[src/rtl/dnn_stream_driver.sv]
// Packs four signed samples into a DNN input vector, pulses the launch strobe and collects
// both DNN results for downstream delivery. Optional WAIT watchdog: define DNN_DRV_TIMEOUT_EN.
module dnn_stream_driver #(
  parameter int INPUT_WIDTH    = 5,
  parameter int OUTPUT_WIDTH   = 17,
  parameter int TIMEOUT_CYCLES = 64
) (
  input  logic                           clk,
  input  logic                           rst,
  input  logic                           s_valid,
  output logic                           s_ready,
  input  logic signed [INPUT_WIDTH-1:0]  s_data,
  output logic                           dnn_in_ready,
  output logic signed [INPUT_WIDTH-1:0]  dnn_x0,
  output logic signed [INPUT_WIDTH-1:0]  dnn_x1,
  output logic signed [INPUT_WIDTH-1:0]  dnn_x2,
  output logic signed [INPUT_WIDTH-1:0]  dnn_x3,
  input  logic                           dnn_out0_ready,
  input  logic                           dnn_out1_ready,
  input  logic signed [OUTPUT_WIDTH-1:0] dnn_out0,
  input  logic signed [OUTPUT_WIDTH-1:0] dnn_out1,
  output logic                           m_valid,
  input  logic                           m_ready,
  output logic signed [OUTPUT_WIDTH-1:0] m_out0,
  output logic signed [OUTPUT_WIDTH-1:0] m_out1,
  output logic                           busy,
  output logic                           timeout_err
);

  typedef enum logic [1:0] {
    FILL  = 2'd0,
    ISSUE = 2'd1,
    WAIT  = 2'd2,
    EMIT  = 2'd3
  } state_t;

  if (TIMEOUT_CYCLES < 2) begin : g_bad_timeout
    $error("TIMEOUT_CYCLES must be at least 2");
  end

  state_t                         state_r;
  logic [1:0]                     idx_r;
  logic                           got0_r;
  logic                           got1_r;
  logic                           dnn_in_ready_r;
  logic                           m_valid_r;
  logic                           timeout_err_r;
  logic signed [INPUT_WIDTH-1:0]  x0_r, x1_r, x2_r, x3_r;
  logic signed [OUTPUT_WIDTH-1:0] m_out0_r, m_out1_r;
  logic                           cap0_s;
  logic                           cap1_s;
  logic                           pair_done_s;

`ifdef DNN_DRV_TIMEOUT_EN
  localparam int CNT_W = $clog2(TIMEOUT_CYCLES + 1);
  localparam logic [CNT_W-1:0] CNT_LAST = CNT_W'(TIMEOUT_CYCLES - 1);
  logic [CNT_W-1:0] wait_cnt_r;
`endif

  // Capture qualifiers: a strobe only counts in WAIT and only for a result not yet held
  always_comb begin
    cap0_s      = 1'b0;
    cap1_s      = 1'b0;
    pair_done_s = 1'b0;
    if (state_r == WAIT) begin
      cap0_s      = dnn_out0_ready && !got0_r;
      cap1_s      = dnn_out1_ready && !got1_r;
      pair_done_s = (got0_r || dnn_out0_ready) && (got1_r || dnn_out1_ready);
    end else begin
      cap0_s      = 1'b0;
      cap1_s      = 1'b0;
      pair_done_s = 1'b0;
    end
  end

  // Control FSM with its registered outputs and datapath registers
  always_ff @(posedge clk or posedge rst) begin
    if (rst) begin
      state_r        <= FILL;
      idx_r          <= 2'd0;
      got0_r         <= 1'b0;
      got1_r         <= 1'b0;
      dnn_in_ready_r <= 1'b0;
      m_valid_r      <= 1'b0;
      timeout_err_r  <= 1'b0;
      x0_r           <= '0;
      x1_r           <= '0;
      x2_r           <= '0;
      x3_r           <= '0;
      m_out0_r       <= '0;
      m_out1_r       <= '0;
`ifdef DNN_DRV_TIMEOUT_EN
      wait_cnt_r     <= '0;
`endif
    end else begin
      dnn_in_ready_r <= 1'b0;
      timeout_err_r  <= 1'b0;
      case (state_r)
        FILL: begin
          if (s_valid) begin
            case (idx_r)
              2'd0:    x0_r <= s_data;
              2'd1:    x1_r <= s_data;
              2'd2:    x2_r <= s_data;
              2'd3:    x3_r <= s_data;
              default: x0_r <= s_data;
            endcase
            idx_r <= idx_r + 2'd1;
            if (idx_r == 2'd3) begin
              state_r        <= ISSUE;
              dnn_in_ready_r <= 1'b1;
            end
          end
        end
        ISSUE: begin
          got0_r  <= 1'b0;
          got1_r  <= 1'b0;
          state_r <= WAIT;
`ifdef DNN_DRV_TIMEOUT_EN
          wait_cnt_r <= '0;
`endif
        end
        WAIT: begin
          if (cap0_s) begin
            m_out0_r <= dnn_out0;
            got0_r   <= 1'b1;
          end
          if (cap1_s) begin
            m_out1_r <= dnn_out1;
            got1_r   <= 1'b1;
          end
          if (pair_done_s) begin
            state_r   <= EMIT;
            m_valid_r <= 1'b1;
          end
`ifdef DNN_DRV_TIMEOUT_EN
          // Completion on the expiry cycle takes priority over abandoning the vector
          else if (wait_cnt_r == CNT_LAST) begin
            state_r       <= FILL;
            timeout_err_r <= 1'b1;
            got0_r        <= 1'b0;
            got1_r        <= 1'b0;
            m_out0_r      <= '0;
            m_out1_r      <= '0;
          end else begin
            wait_cnt_r <= wait_cnt_r + CNT_W'(1);
          end
`endif
        end
        EMIT: begin
          if (m_ready) begin
            state_r   <= FILL;
            m_valid_r <= 1'b0;
          end
        end
        default: begin
          state_r   <= FILL;
          idx_r     <= 2'd0;
          m_valid_r <= 1'b0;
        end
      endcase
    end
  end

  assign s_ready      = (state_r == FILL);
  assign busy         = (state_r != FILL);
  assign dnn_in_ready = dnn_in_ready_r;
  assign dnn_x0       = x0_r;
  assign dnn_x1       = x1_r;
  assign dnn_x2       = x2_r;
  assign dnn_x3       = x3_r;
  assign m_valid      = m_valid_r;
  assign m_out0       = m_out0_r;
  assign m_out1       = m_out1_r;
`ifdef DNN_DRV_TIMEOUT_EN
  assign timeout_err  = timeout_err_r;
`else
  assign timeout_err  = 1'b0;
`endif

endmodule
[config.mk]
export PLATFORM = sky130hd
export DESIGN_NAME = dnn_stream_driver
export DESIGN_NICKNAME = d
export VERILOG_FILES = /design/src/rtl/dnn_stream_driver.sv
export SDC_FILE = /design/constraint.sdc
export NUM_CORES = 1
export LEC_CHECK = 0
export BUFFER_PORTS_ARGS = -buffer_cell sky130_fd_sc_hd__buf_2
export CAP_MARGIN = 20
export CORE_ASPECT_RATIO = 1.1
export CORE_MARGIN = 2
export CORE_UTILIZATION = 45
export CTS_BUF_LIST = sky130_fd_sc_hd__clkbuf_4 sky130_fd_sc_hd__clkbuf_8
export CTS_CLUSTER_SIZE = 20
export DETAILED_ROUTE_END_ITERATION = 16
export PLACE_DENSITY = 0.76
export SETUP_SLACK_MARGIN = 0.05
export SLEW_MARGIN = 30
export SYNTH_ARGS = -nofsm -noshare
export SYNTH_HDL_FRONTEND = slang
export SYNTH_SLANG_ARGS = --single-unit
[constraint.sdc]
create_clock -name clk -period 1.6 [get_ports clk]
set_clock_uncertainty 0.1 [all_clocks]
set_input_delay 0.08 -clock clk [delete_from_list [all_inputs] [get_ports clk]]
set_output_delay 0.08 -clock clk [all_outputs]
set_load 0.02 [all_outputs]
---- Yosys cells after proc, flatten, opt, wreduce, memory -nomap -nowiden ----
Cells that the tools add are included.
cells by class
  add/sub/neg operators ................... 1
  eq/ne operators ......................... 12
  multiplexer cells ....................... 18
  reduce and logical (&&, ||, !) cells .... 23
operators with widths
  cell                                                             number
  3-bit AND reduction                                              5
  1-bit 2-to-1 mux                                                 10
  2-bit != test, second input constant                             5
  2-bit AND reduction                                              5
  2-bit == test, second input constant                             4
  2-bit 2-to-1 mux                                                 4
  2-bit one-hot mux with 4 select lines                            1
  1-bit one-hot mux with 2 select lines                            3
  2-bit nonzero test                                               3
  2-bit by 1-bit == test with 1-bit output, second input constant  2
  2-bit zero test                                                  2
  4-bit AND reduction                                              1
  1-bit logical AND                                                3
  2-bit by 1-bit adder with 2-bit output, second input constant    1
  1-bit zero test                                                  2
  1-bit logical OR                                                 2
  2-bit by 1-bit != test with 1-bit output, second input constant  1
storage, ports and cells
  register bits after elaboration ......... 62
  input bits .............................. 45
  output and inout port bits .............. 59
  logic and storage cells ................. 66

---- Logic depth before layout (Yosys ltp) ----
Gate-level depths: netlist of run 1.
  depth in word-level cells ............... 5
  depth in mapped cells ................... 6
  depth with buffers taken out ............ 4

---- Worst setup path before layout of run 1 ----
OpenSTA, ideal clock, no wires.
  path kind ............................... register to register
  from .................................... reg state_r[0]
  to ...................................... reg state_r[1]
  library setup time ...................... 0.128 ns
  data arrival time ....................... 1.493 ns
  data required time ...................... 1.372 ns
  slack ................................... -0.121 ns
  stages on the path, launching flop included .. 6
  path buffers ............................ 1
  clock period less this slack ............ 1.721 ns
  cell sequence ........................... dfrtp_1 -> inv_1 -> ha_1 -> buf_2 -> a221oi_2 -> mux2_1
between the ends
  elaborated cells on any way between the ends .. 11
  classes of those cells .................. 7 x eq/ne; 2 x mux; 2 x reduce/logical
RTL lines
  item                                                                                               RTL line  source
  from (decl)                                                                                        41        state_t state_r;
  from (signal assigned)                                                                             79        state_r <= FILL;
  from (signal assigned)                                                                             110       state_r <= ISSUE;
  from (signal assigned)                                                                             118       state_r <= WAIT;
  2-bit zero test (*)                                                                                n/a
  net s_ready                                                                                        11        output logic s_ready,
  2-bit by 1-bit != test with 1-bit output (no source line) / 2-bit != test (equally long branches)  n/a
  4-bit AND reduction (no source line)                                                               n/a
Mark *: on every way through the listed nets, which the timed path passes. The rest lies on a longest branch.
A chain may end at the register's enable or synchronous reset.

---- Worst setup path after layout of run 1 ----
  from .................................... reg state_r[1]
  to ...................................... reg state_r[1]
between the ends
  cells in the longest elaborated chain, start to end .. 4
  elaborated cells on any way between the ends .. 11
  classes of those cells .................. 7 x eq/ne; 2 x mux; 2 x reduce/logical
RTL lines
  item                                  RTL line  source
  2-bit == test                         65, 98
  1-bit 2-to-1 mux                      65        if (state_r == WAIT) begin
  2-bit != test (no source line)        n/a
  4-bit AND reduction (no source line)  n/a
Parallel ways exist; a longest one is shown, timed or not.

==> reports/metrics.cfg, run 1 <==
[drt]
wl_met1_um=2594
wl_um=6418
met3_length_um=215
route.detailed.drc=0
via_count=1901
via_per_inst=4.659
highest_layer=met4
drt_iter0_markers=50
drtAntennaViolNets=0
dr.pass1.iters=4
dr_wl_met2_um=3470
wl_per_cell_um=15.73

[critical_path]
cpLargestDelayFamily=flip-flops
arrival_ns=1.67
cp-startpoint=state_r[1]$_DFFE_PP0P_
cp_num_buf_inv=0
slowest_stage=dfrtp_2
crit_type=reg -> reg
start_kind=register
path_cells=ha_2 > nor2b_1 > a221oi_4 > mux2_4
cp_slowest_stage_delay_ns=0.45
r2r-end=state_r[1]$_DFFE_PP0P_
end_kind=register
cp_max_fo=4
critical_path_required_ns=1.71
r2r_setup_slack_ns=0.04
r2r_cells=4
reg2reg_from=state_r[1]$_DFFE_PP0P_

[place]
placed_cells=344
hpwl_um=3923
io_buffer_count=102
gp_congestion=0.7297
dpl_worst_slack_ns=-0.07670

[timing]
drv_slew=0
post-route-period-util=0.9730
setup_violations=0
fin_ws_ns=0.04316
hold_viol=0
min_period_ns=1.557
rsz0062_at_grt=true
max_freq_mhz=642.3

[final_layout]
area_growth_pct=56.87
nets=380
diodes=0
drive_gt1_frac=0.6073
stdcell_count=408

[yosys]
syn_nets=215
yosysUniqueCellTypes=22
synth_cells=162
avgSynthCellArea_um2=16.03
ys_ff_latch=62
synth.yosys.warnings=0
synth_area_mm2=0.002596
yosysSeqAreaShare=0.5976

[hold_path]
holdCritStartpoint=dnn_out1_ready
hold_path.class=in -> reg
hold_path_depth=3
hold_path_end=got1_r$_DFFE_PP0P_

[clocking]
clkTransAtPathRegs_ns=0.06
numCtsBuffers=9
clk_path_buf_depth=2
cts_sinks=62
clk_latency_ns=0.32
root_buffer=clkbuf_8
cts_tree=yes
h-tree-depth=3

[global_routing]
overflow=0
grt_pass1_vias=2102
grt_pass1_wl_um=10370
grt_max_degree=39
antenna_found_initial=0
grt.total_usage=0.2109

[power]
power_leakage_uw=0.002078
peakVddDrop_mv=1.040
finalPower_uw=8448
power.density_mw_per_mm2=2074

[floorplanning]
die_height_um=83.67
core_area_mm2=0.005660
io_pins=104
rows=29
start_util=0.4587
die_w_um=76.42
dieArea_mm2=0.006394

[flow_run]
drv_cap=0

[status]
status=finished, final reports clean

area by class of cell:
| cell class | count | area [um2] |
|---|---|---|
| clock buffer | 11 | 145.1 |
| clock inverter | 4 | 95.09 |
| fill | 406 | 1588 |
| inverter | 9 | 37.54 |
| multi-input combinational | 86 | 1018 |
| sequential | 62 | 1554 |
| tap | 77 | 96.34 |
| timing repair buffer | 159 | 1126 |
cells by family after synthesis:
kind of cell	after synthesis	share of synthesized area
xor gates and xnor gates	1	0.003374
DFF	62	0.5976
buffers and inverters	14	0.02939
other	1	0.001444
adders and majority gates	8	0.03856
and+or+nand+nor	12	0.03229
AOI/OAI and AO/OA	8	0.02554
muxes	56	0.2718
flip-flops by register name (all words and copies together) (netlist names):
signal        count
dnn_in_ready      1
dnn_x0            5
dnn_x1            5
dnn_x2            5
dnn_x3            5
got0_r            1
got1_r            1
idx_r             2
m_out0           17
m_out1           17
m_valid           1
state_r           2
power by group:
group	internal (uW)	switching [uW]
combinational	1930	2020
clock	1080	574
sequential	2370	472
total	5380	3060
layout by cell type, fill, tap and decap left out, drive strengths merged, types with 2 or more instances in the layout:
master       count
inv              8
bufinv           3
a21oi            2
dfrtp           62
buf            115
ha               8
clkbuf          12
nand3            6
o21ai            2
dlygate4sd3     43
nand2            4
mux2            56
how the worst max path moves through the flow:
stage / endpoint / slack, ns / depth (start not counted)
after global placement: m_out1[7]$_DFFE_PP0P_ / -0.02 / 5
after CTS: state_r[1]$_DFFE_PP0P_ / 0.02 / 4
after global routing: state_r[1]$_DFFE_PP0P_ / -0.03 / 4
after detailed placement: state_r[1]$_DFFE_PP0P_ / -0.08 / 4
after floorplan: state_r[1]$_DFFE_PP0P_ / 0.01 / 5
final: state_r[1]$_DFFE_PP0P_ / 0.04 / 4
per-layer routing:
metal | up-vias | track usage
met5 | - | 0
met4 | 0 | 0.1025
met3 | 13 | 0.04221
met2 | 59 | 0.3709
met1 | 939 | 0.2457
li1 | 890 | -
tightest hold or removal path, delay by kind of cell:
family,cells,cell delay (ns)
buffers and inverters,1,0.13
AOI/OAI and AO/OA,2,0.20
Yosys cell counts:
| cell | count | area share |
|---|---|---|
| a21oi_1 | 2 | 0.0039 |
| conb_1 | 1 | 0.0014 |
| nand3_4 | 1 | 0.0067 |
| nor2b_1 | 1 | 0.0024 |
| o21ai_0 | 2 | 0.0039 |
| ha_1 | 8 | 0.039 |
| nand2_1 | 4 | 0.0058 |
| o32a_1 | 1 | 0.0039 |
| o22ai_2 | 1 | 0.0048 |
| buf_6 | 2 | 0.0087 |
| a221oi_2 | 1 | 0.0058 |
| buf_4 | 2 | 0.0058 |
| mux2_4 | 20 | 0.12 |
| dfrtp_1 | 62 | 0.60 |
| nand3_1 | 5 | 0.0096 |
| o311ai_0 | 1 | 0.0034 |
| buf_2 | 1 | 0.0019 |
| xnor2_1 | 1 | 0.0034 |
| mux2_2 | 35 | 0.15 |
| inv_1 | 9 | 0.013 |
| nand3b_4 | 1 | 0.0077 |
| mux2_1 | 1 | 0.0043 |
timing repair:
item	in CTS	in global routing
hold buffers	43	0
resized for setup	2	8
setup endpoints to repair	41	51
endpoints found under the hold margin	112	0
pin swaps	0	2
buffers inserted	2	3
cloned	0	1
metrics by stage:
step	cell area, um2	hold slack (ns)	setup TNS (ns)	util
floorplan	2630	0.09862	0	-
global placement	3299	-0.0002207	-0.5439	0.5829
detailed placement	3299	0.006725	-1.915	0.5829
CTS	3993	0.02666	0	0.7053
global route	4073	0.03264	-0.1129	0.7195
finish	4073	0.03223	0	0.7195
(Power assumes the default switching activity.)
==> inputs of run 2 (changes only) <==
--- a/config.mk
+++ b/config.mk
@@ -7,7 +7,7 @@
 export LEC_CHECK = 0
 export BUFFER_PORTS_ARGS = -buffer_cell sky130_fd_sc_hd__buf_2
 export CAP_MARGIN = 20
-export CORE_ASPECT_RATIO = 1.1
+export CORE_ASPECT_RATIO = 1.5
 export CORE_MARGIN = 2
 export CORE_UTILIZATION = 45
 export CTS_BUF_LIST = sky130_fd_sc_hd__clkbuf_4 sky130_fd_sc_hd__clkbuf_8
==> run 2 against run 1 <==
  * The flow now finishes with violations (negative setup slack)
  * Routed wire length rose by 2.4%
  * Via count rose by 1.0%
  * Sequential cell count unchanged
  * Cell count shrank 2.9%
  * Non-clock buffer count shrank 5
  * Hold slack got worse by 0.017 ns
  * Die area rose by 0.19%
  * Combinational power grew 2%
  * First-iteration DRC count down 18%
  * Clock-buffer cell count unchanged
==> reports/metrics.cfg, run 2 (synthesis results as in run 1) <==
[floorplanning]
core_area_mm2=0.005533  ; -2.3%
die_w_um=66.02  ; -14%
die_height_um=97.03  ; +16%
rows=33  ; +14%
io_pins=104  ; unchanged
start_util=0.4692  ; +0.01058
dieArea_mm2=0.006406  ; +0.19%

[drt]
wl_per_cell_um=16.59  ; +5.5%
wl_um=6570  ; +2.4%
via_per_inst=4.848  ; +4.1%
dr.pass1.iters=4  ; unchanged
via_count=1920  ; +1.0%
drt_iter0_markers=41  ; -18%
route.detailed.drc=0  ; unchanged
drtAntennaViolNets=0  ; unchanged

[clocking]
clk_latency_ns=0.33  ; about the same
cts_sinks=62  ; unchanged
cts_tree=yes
clkTransAtPathRegs_ns=0.07  ; about the same
clk_path_buf_depth=2  ; unchanged
h-tree-depth=3  ; unchanged
numCtsBuffers=9  ; unchanged
root_buffer=clkbuf_8

[global_routing]
grt_max_degree=61  ; +56%
grt_pass1_wl_um=10270  ; -0.93%
antenna_found_initial=0  ; unchanged
grt_pass1_vias=2122  ; +0.95%
overflow=0  ; unchanged
grt.total_usage=0.2176  ; +0.006633

[critical_path]
r2r_setup_slack_ns=-0.05  ; -0.10 ns
cp_num_buf_inv=2  ; +2
end_kind=register
cp_max_fo=6  ; +2
path_cells=inv_2 > buf_6 > ha_4 > a221oi_4 > mux2_4
arrival_ns=1.77  ; +0.10 ns
start_kind=register
critical_path_required_ns=1.71  ; about the same
cp_slowest_stage_delay_ns=0.40  ; -0.05 ns
cpLargestDelayFamily=flip-flops
slowest_stage=dfrtp_1
crit_type=reg -> reg

[place]
gp_congestion=0.6994  ; -4.2%
io_buffer_count=102  ; unchanged
hpwl_um=4160  ; +6.1%

[power]
peakVddDrop_mv=1.469  ; +41%
power.internal_uw=5253  ; -2.4%
p_switching_uw=3100  ; +1.2%
seqPwrFrac=0.337  ; about the same
pwr-share-comb=0.481  ; +0.013
power_leakage_uw=0.002034  ; -2.1%
power.density_mw_per_mm2=2086  ; +0.58%
sw_frac_of_total=0.3711  ; +0.008352
power.share.clock=0.181  ; -0.015

[final_layout]
diodes=0  ; unchanged
final_common_cell=buf_2
area_growth_pct=54.22
nets=375  ; -1.3%
mostFrequentLayoutCells=100 x buf_2, 61 x dfrtp_1, 43 x dlygate4sd3_1, 35 x mux2_2, 21 x mux2_4
final_core_util=0.7237  ; +0.004158
drive_gt1_frac=0.6074  ; about the same

[timing]
fin_ws_ns=-0.05269  ; -0.09585 ns
min_period_ns=1.653  ; +0.09585 ns
post-route-period-util=1.033  ; +0.05991
tns_ns=-0.05284  ; -0.05284 ns
setup_violations=2  ; +2
rsz0062_at_grt=true
drv_slew=0  ; unchanged
hold_viol=0  ; unchanged
max_freq_mhz=605.1  ; -5.8%

[status]
status=complete, but fails checks
violations=negative setup slack

[hold_path]
hold_path.class=in -> reg

[flow_run]
drv_cap=0  ; unchanged

[run 2: metal layers]
layer	global-route usage	up-vias	wire [um]
met3	0.05698	20	238
met4	0.1272	0	279
li1	-	882	-
met5	0	-	0
met1	0.2115	964	2202
met2	0.3947	54	3851
[run 2: tightest hold or removal path: cells and delay by family]
family                 cells  cell delay, ns
buffers and inverters      1            0.13
AO/OA/AOI/OAI              2            0.19
[run 2: stage by stage]
step / power (uW) / worst slack [ns] / area (um2) / hold slack [ns] / instances
2_1_floorplan: 5261 / 0.01175 / 2630 / 0.09862 / 162
3_3_place_gp: 6306 / -0.02623 / 3251 / -0.1324 / 335
3_5_place_dp: 6441 / -0.04336 / 3251 / -0.1260 / 335
4_1_cts: 8150 / 0.0003673 / 3931 / 0.001711 / 393
5_1_grt: 8805 / -0.08408 / 4004 / 0.03348 / 396
6_report: 8353 / -0.05269 / 4004 / 0.01493 / 396
[run 2: final cells by class]
| type | instances | area [um2] |
|---|---|---|
| clock buffer | 11 | 151.4 |
| multi-input combinational | 86 | 1039 |
| clock inverter | 4 | 70.07 |
| fill | 385 | 1529 |
| tap | 70 | 87.58 |
| inverter | 9 | 37.54 |
| sequential | 62 | 1553 |
| timing repair buffer | 154 | 1066 |
[run 2: final timing paths]
check                                             from                     end  cells after the start
worst max register to register  state_r[0]$_DFFE_PP0P_  state_r[1]$_DFFE_PP0P_                      5
max in group asynchronous                          rst  state_r[1]$_DFFE_PP0P_                      4
worst min-delay path                    dnn_out1_ready      got1_r$_DFFE_PP0P_                      3
worst max-delay path            state_r[0]$_DFFE_PP0P_  state_r[1]$_DFFE_PP0P_                      5
worst min register to register   dnn_x0[4]$_DFFE_PP0P_   dnn_x0[4]$_DFFE_PP0P_                      1
min in group asynchronous                          rst   m_out0[3]$_DFFE_PP0P_                      3
[run 2: power by group through the flow]
stage | clock network [uW] | logic, uW | registers (uW)
global route | 1630 | 4270 | 2910
global placement | 0 | 3530 | 2770
floorplan | 0 | 1600 | 3660
CTS | 1550 | 3810 | 2790
detailed placement | 0 | 3620 | 2820
finish | 1520 | 4020 | 2820
[run 2: what timing repair did]
action | in CTS | in global routing
hold buffers | 43 | 0
resized for setup | 6 | 16
hold endpoints to repair | 119 | 0
pin swaps | 1 | 2
setup buffers | 0 | 3
setup endpoints to repair | 46 | 56
==> inputs of run 3 (changes only) <==
--- a/config.mk
+++ b/config.mk
@@ -9,11 +9,11 @@
 export CAP_MARGIN = 20
 export CORE_ASPECT_RATIO = 1.5
 export CORE_MARGIN = 2
-export CORE_UTILIZATION = 45
+export CORE_UTILIZATION = 54
 export CTS_BUF_LIST = sky130_fd_sc_hd__clkbuf_4 sky130_fd_sc_hd__clkbuf_8
 export CTS_CLUSTER_SIZE = 20
 export DETAILED_ROUTE_END_ITERATION = 16
-export PLACE_DENSITY = 0.76
+export PLACE_DENSITY = 0.86
 export SETUP_SLACK_MARGIN = 0.05
 export SLEW_MARGIN = 30
 export SYNTH_ARGS = -nofsm -noshare
==> constraint.sdc (replaced) <==
create_clock -name clk -period 2 [get_ports clk]
set_clock_uncertainty 0.1 [all_clocks]
set_input_delay 0.1 -clock clk [delete_from_list [all_inputs] [get_ports clk]]
set_output_delay 0.1 -clock clk [all_outputs]
set_load 0.02 [all_outputs]
==> run 3 against run 2 <==
  * The run now ends clean
  * Non-clock buffer count decreased by 9
  * Global-route usage increased by 5.9 points
  * Via count increased by 1.6%
  * Setup slack improved by 0.23 ns
  * Largest power group unchanged
==> reports/metrics.cfg, run 3 (synthesis results as in run 1) <==
[clocking]
numCtsBuffers=9  ; unchanged
clkTransAtPathRegs_ns=0.07  ; about the same
clk_latency_ns=0.33  ; about the same
cts_tree=yes
cts_sinks=62  ; unchanged
root_buffer=clkbuf_8
h-tree-depth=3  ; unchanged
clk_path_buf_depth=2  ; unchanged

[floorplanning]
die_height_um=88.92  ; -8.4%
rows=30  ; -9.1%
io_pins=104  ; unchanged
core_area_mm2=0.004579  ; -17%
start_util=0.5669  ; +0.09770
dieArea_mm2=0.005390  ; -16%
die_w_um=60.62  ; -8.2%

[critical_path]
cpLargestDelayFamily=flip-flops
critical_path_required_ns=2.12  ; +0.41 ns
crit_type=reg -> reg
path_cells=inv_1 > ha_1 > nand3_1 > mux2_2
end_kind=register
r2r_setup_slack_ns=0.18  ; +0.23 ns
cp_max_fo=9  ; +3
slowest_stage=dfrtp_1
cp_slowest_stage_delay_ns=0.42  ; +0.02 ns
cp_num_buf_inv=1  ; -1
arrival_ns=1.94  ; +0.17 ns
start_kind=register

[global_routing]
grt_max_degree=38  ; -38%
overflow=0  ; unchanged
grt_pass1_wl_um=10540  ; +2.6%
antenna_found_initial=0  ; unchanged
grt_pass1_vias=2063  ; -2.8%
grt.total_usage=0.2770  ; +0.05944

[drt]
met3_length_um=459  ; +93%
dr.pass1.iters=4  ; unchanged
drtAntennaViolNets=0  ; unchanged
dr_wl_met2_um=3826  ; -0.65%
route.detailed.drc=0  ; unchanged
via_count=1950  ; +1.6%
highest_layer=met4
via_per_inst=5.105  ; +5.3%
wl_per_cell_um=18.58  ; +12%
drt_iter0_markers=104  ; +150%
wl_um=7096  ; +8.0%
wl_met1_um=2717  ; +23%

[place]
hpwl_um=3836  ; -7.8%
gp_congestion=0.7258  ; +3.8%
dpl_worst_slack_ns=0.1244  ; +0.1677 ns
io_buffer_count=102  ; unchanged

[final_layout]
final_common_cell=buf_2
diodes=0  ; unchanged
fillCellCount=250  ; -35%
drive_gt1_frac=0.5692  ; -0.03818
final_core_util=0.8393  ; +0.1157
nets=366  ; -2.4%
area_growth_pct=48.05
mostFrequentLayoutCells=102 x buf_2, 62 x dfrtp_1, 42 x dlygate4sd3_1, 35 x mux2_2, 20 x mux2_4

[timing]
worst_pin_slew_ns=0.5617
min_period_ns=1.825  ; +0.1722 ns
drv_slew=0  ; unchanged
rsz0062_at_grt=false
post-route-period-util=0.9125  ; -0.1205
fin_ws_ns=0.1751  ; +0.2278 ns
relSlewSlack=0.6250
tns_ns=0  ; +0.05284 ns
hold_viol=0  ; unchanged
max_freq_mhz=548.0  ; -9.4%
setup_violations=0  ; -2

[flow_run]
drv_cap=0  ; unchanged

[status]
status=finished, final reports clean

[power]
power.density_mw_per_mm2=1707  ; -18%
peakVddDrop_mv=0.9496  ; -35%
power_leakage_uw=0.001980  ; -2.7%

[hold_path]
hold_path.class=in -> reg

-- run 3: what timing repair did --
item,4_1_cts,5_1_grt
resized for setup,0,2
endpoints found under the hold margin,81,0
setup endpoints to repair,0,35
hold buffers,42,0
buffers inserted,0,0
-- run 3: final timing paths --
check                                        from                    end  cells past startpoint
max reg2reg                state_r[0]$_DFFE_PP0P_  dnn_x1[0]$_DFFE_PP0P_                      4
min in group asynchronous                     rst  m_out0[2]$_DFFE_PP0P_                      3
max                        state_r[0]$_DFFE_PP0P_  dnn_x1[0]$_DFFE_PP0P_                      4
min reg2reg                 m_out1[9]$_DFFE_PP0P_  m_out1[9]$_DFFE_PP0P_                      1
max in group asynchronous                     rst  dnn_x3[1]$_DFFE_PP0P_                      4
min                                       s_valid   idx_r[0]$_DFFE_PP0P_                      3
-- run 3: report_power, final --
group          internal, uW  switching [uW]
clock network           878             497
logic                  1310            1600
registers              1890             397
-- run 3: area by class of cell --
class / instances / area (um2) / area share
clock buffer: 11 / 145.1 / 0.03776
clock inverter: 5 / 106.4 / 0.02767
inverter: 9 / 33.78 / 0.008789
multi-input combinational: 86 / 975.9 / 0.2539
sequential: 62 / 1551 / 0.4036
tap: 64 / 80.08 / 0.02083
timing repair buffer: 145 / 950.9 / 0.2474
-- run 3: tightest hold or removal path, delay by kind of cell --
kind | cells | cell delay (ns)
and+or+nand+nor | 1 | 0.11
buffers and inverters | 1 | 0.14
xor gates and xnor gates | 1 | 0.09
-- run 3: metal layers --
metal	track usage	vias to the layer above
met2	0.4936	97
li1	-	863
met1	0.3169	980
met5	0	-
met4	0.08696	0
met3	0.07525	10
-- run 3: through the flow --
stage	instance area (um2)	total power, uW	hold WS (ns)	instances
floorplan	2596	4141	0.1388	162
global placement	3164	4883	0.08244	324
detailed placement	3164	4995	0.08596	324
CTS	3836	6445	0.04083	382
global route	3844	6862	0.06610	382
finish	3844	6562	0.04933	382
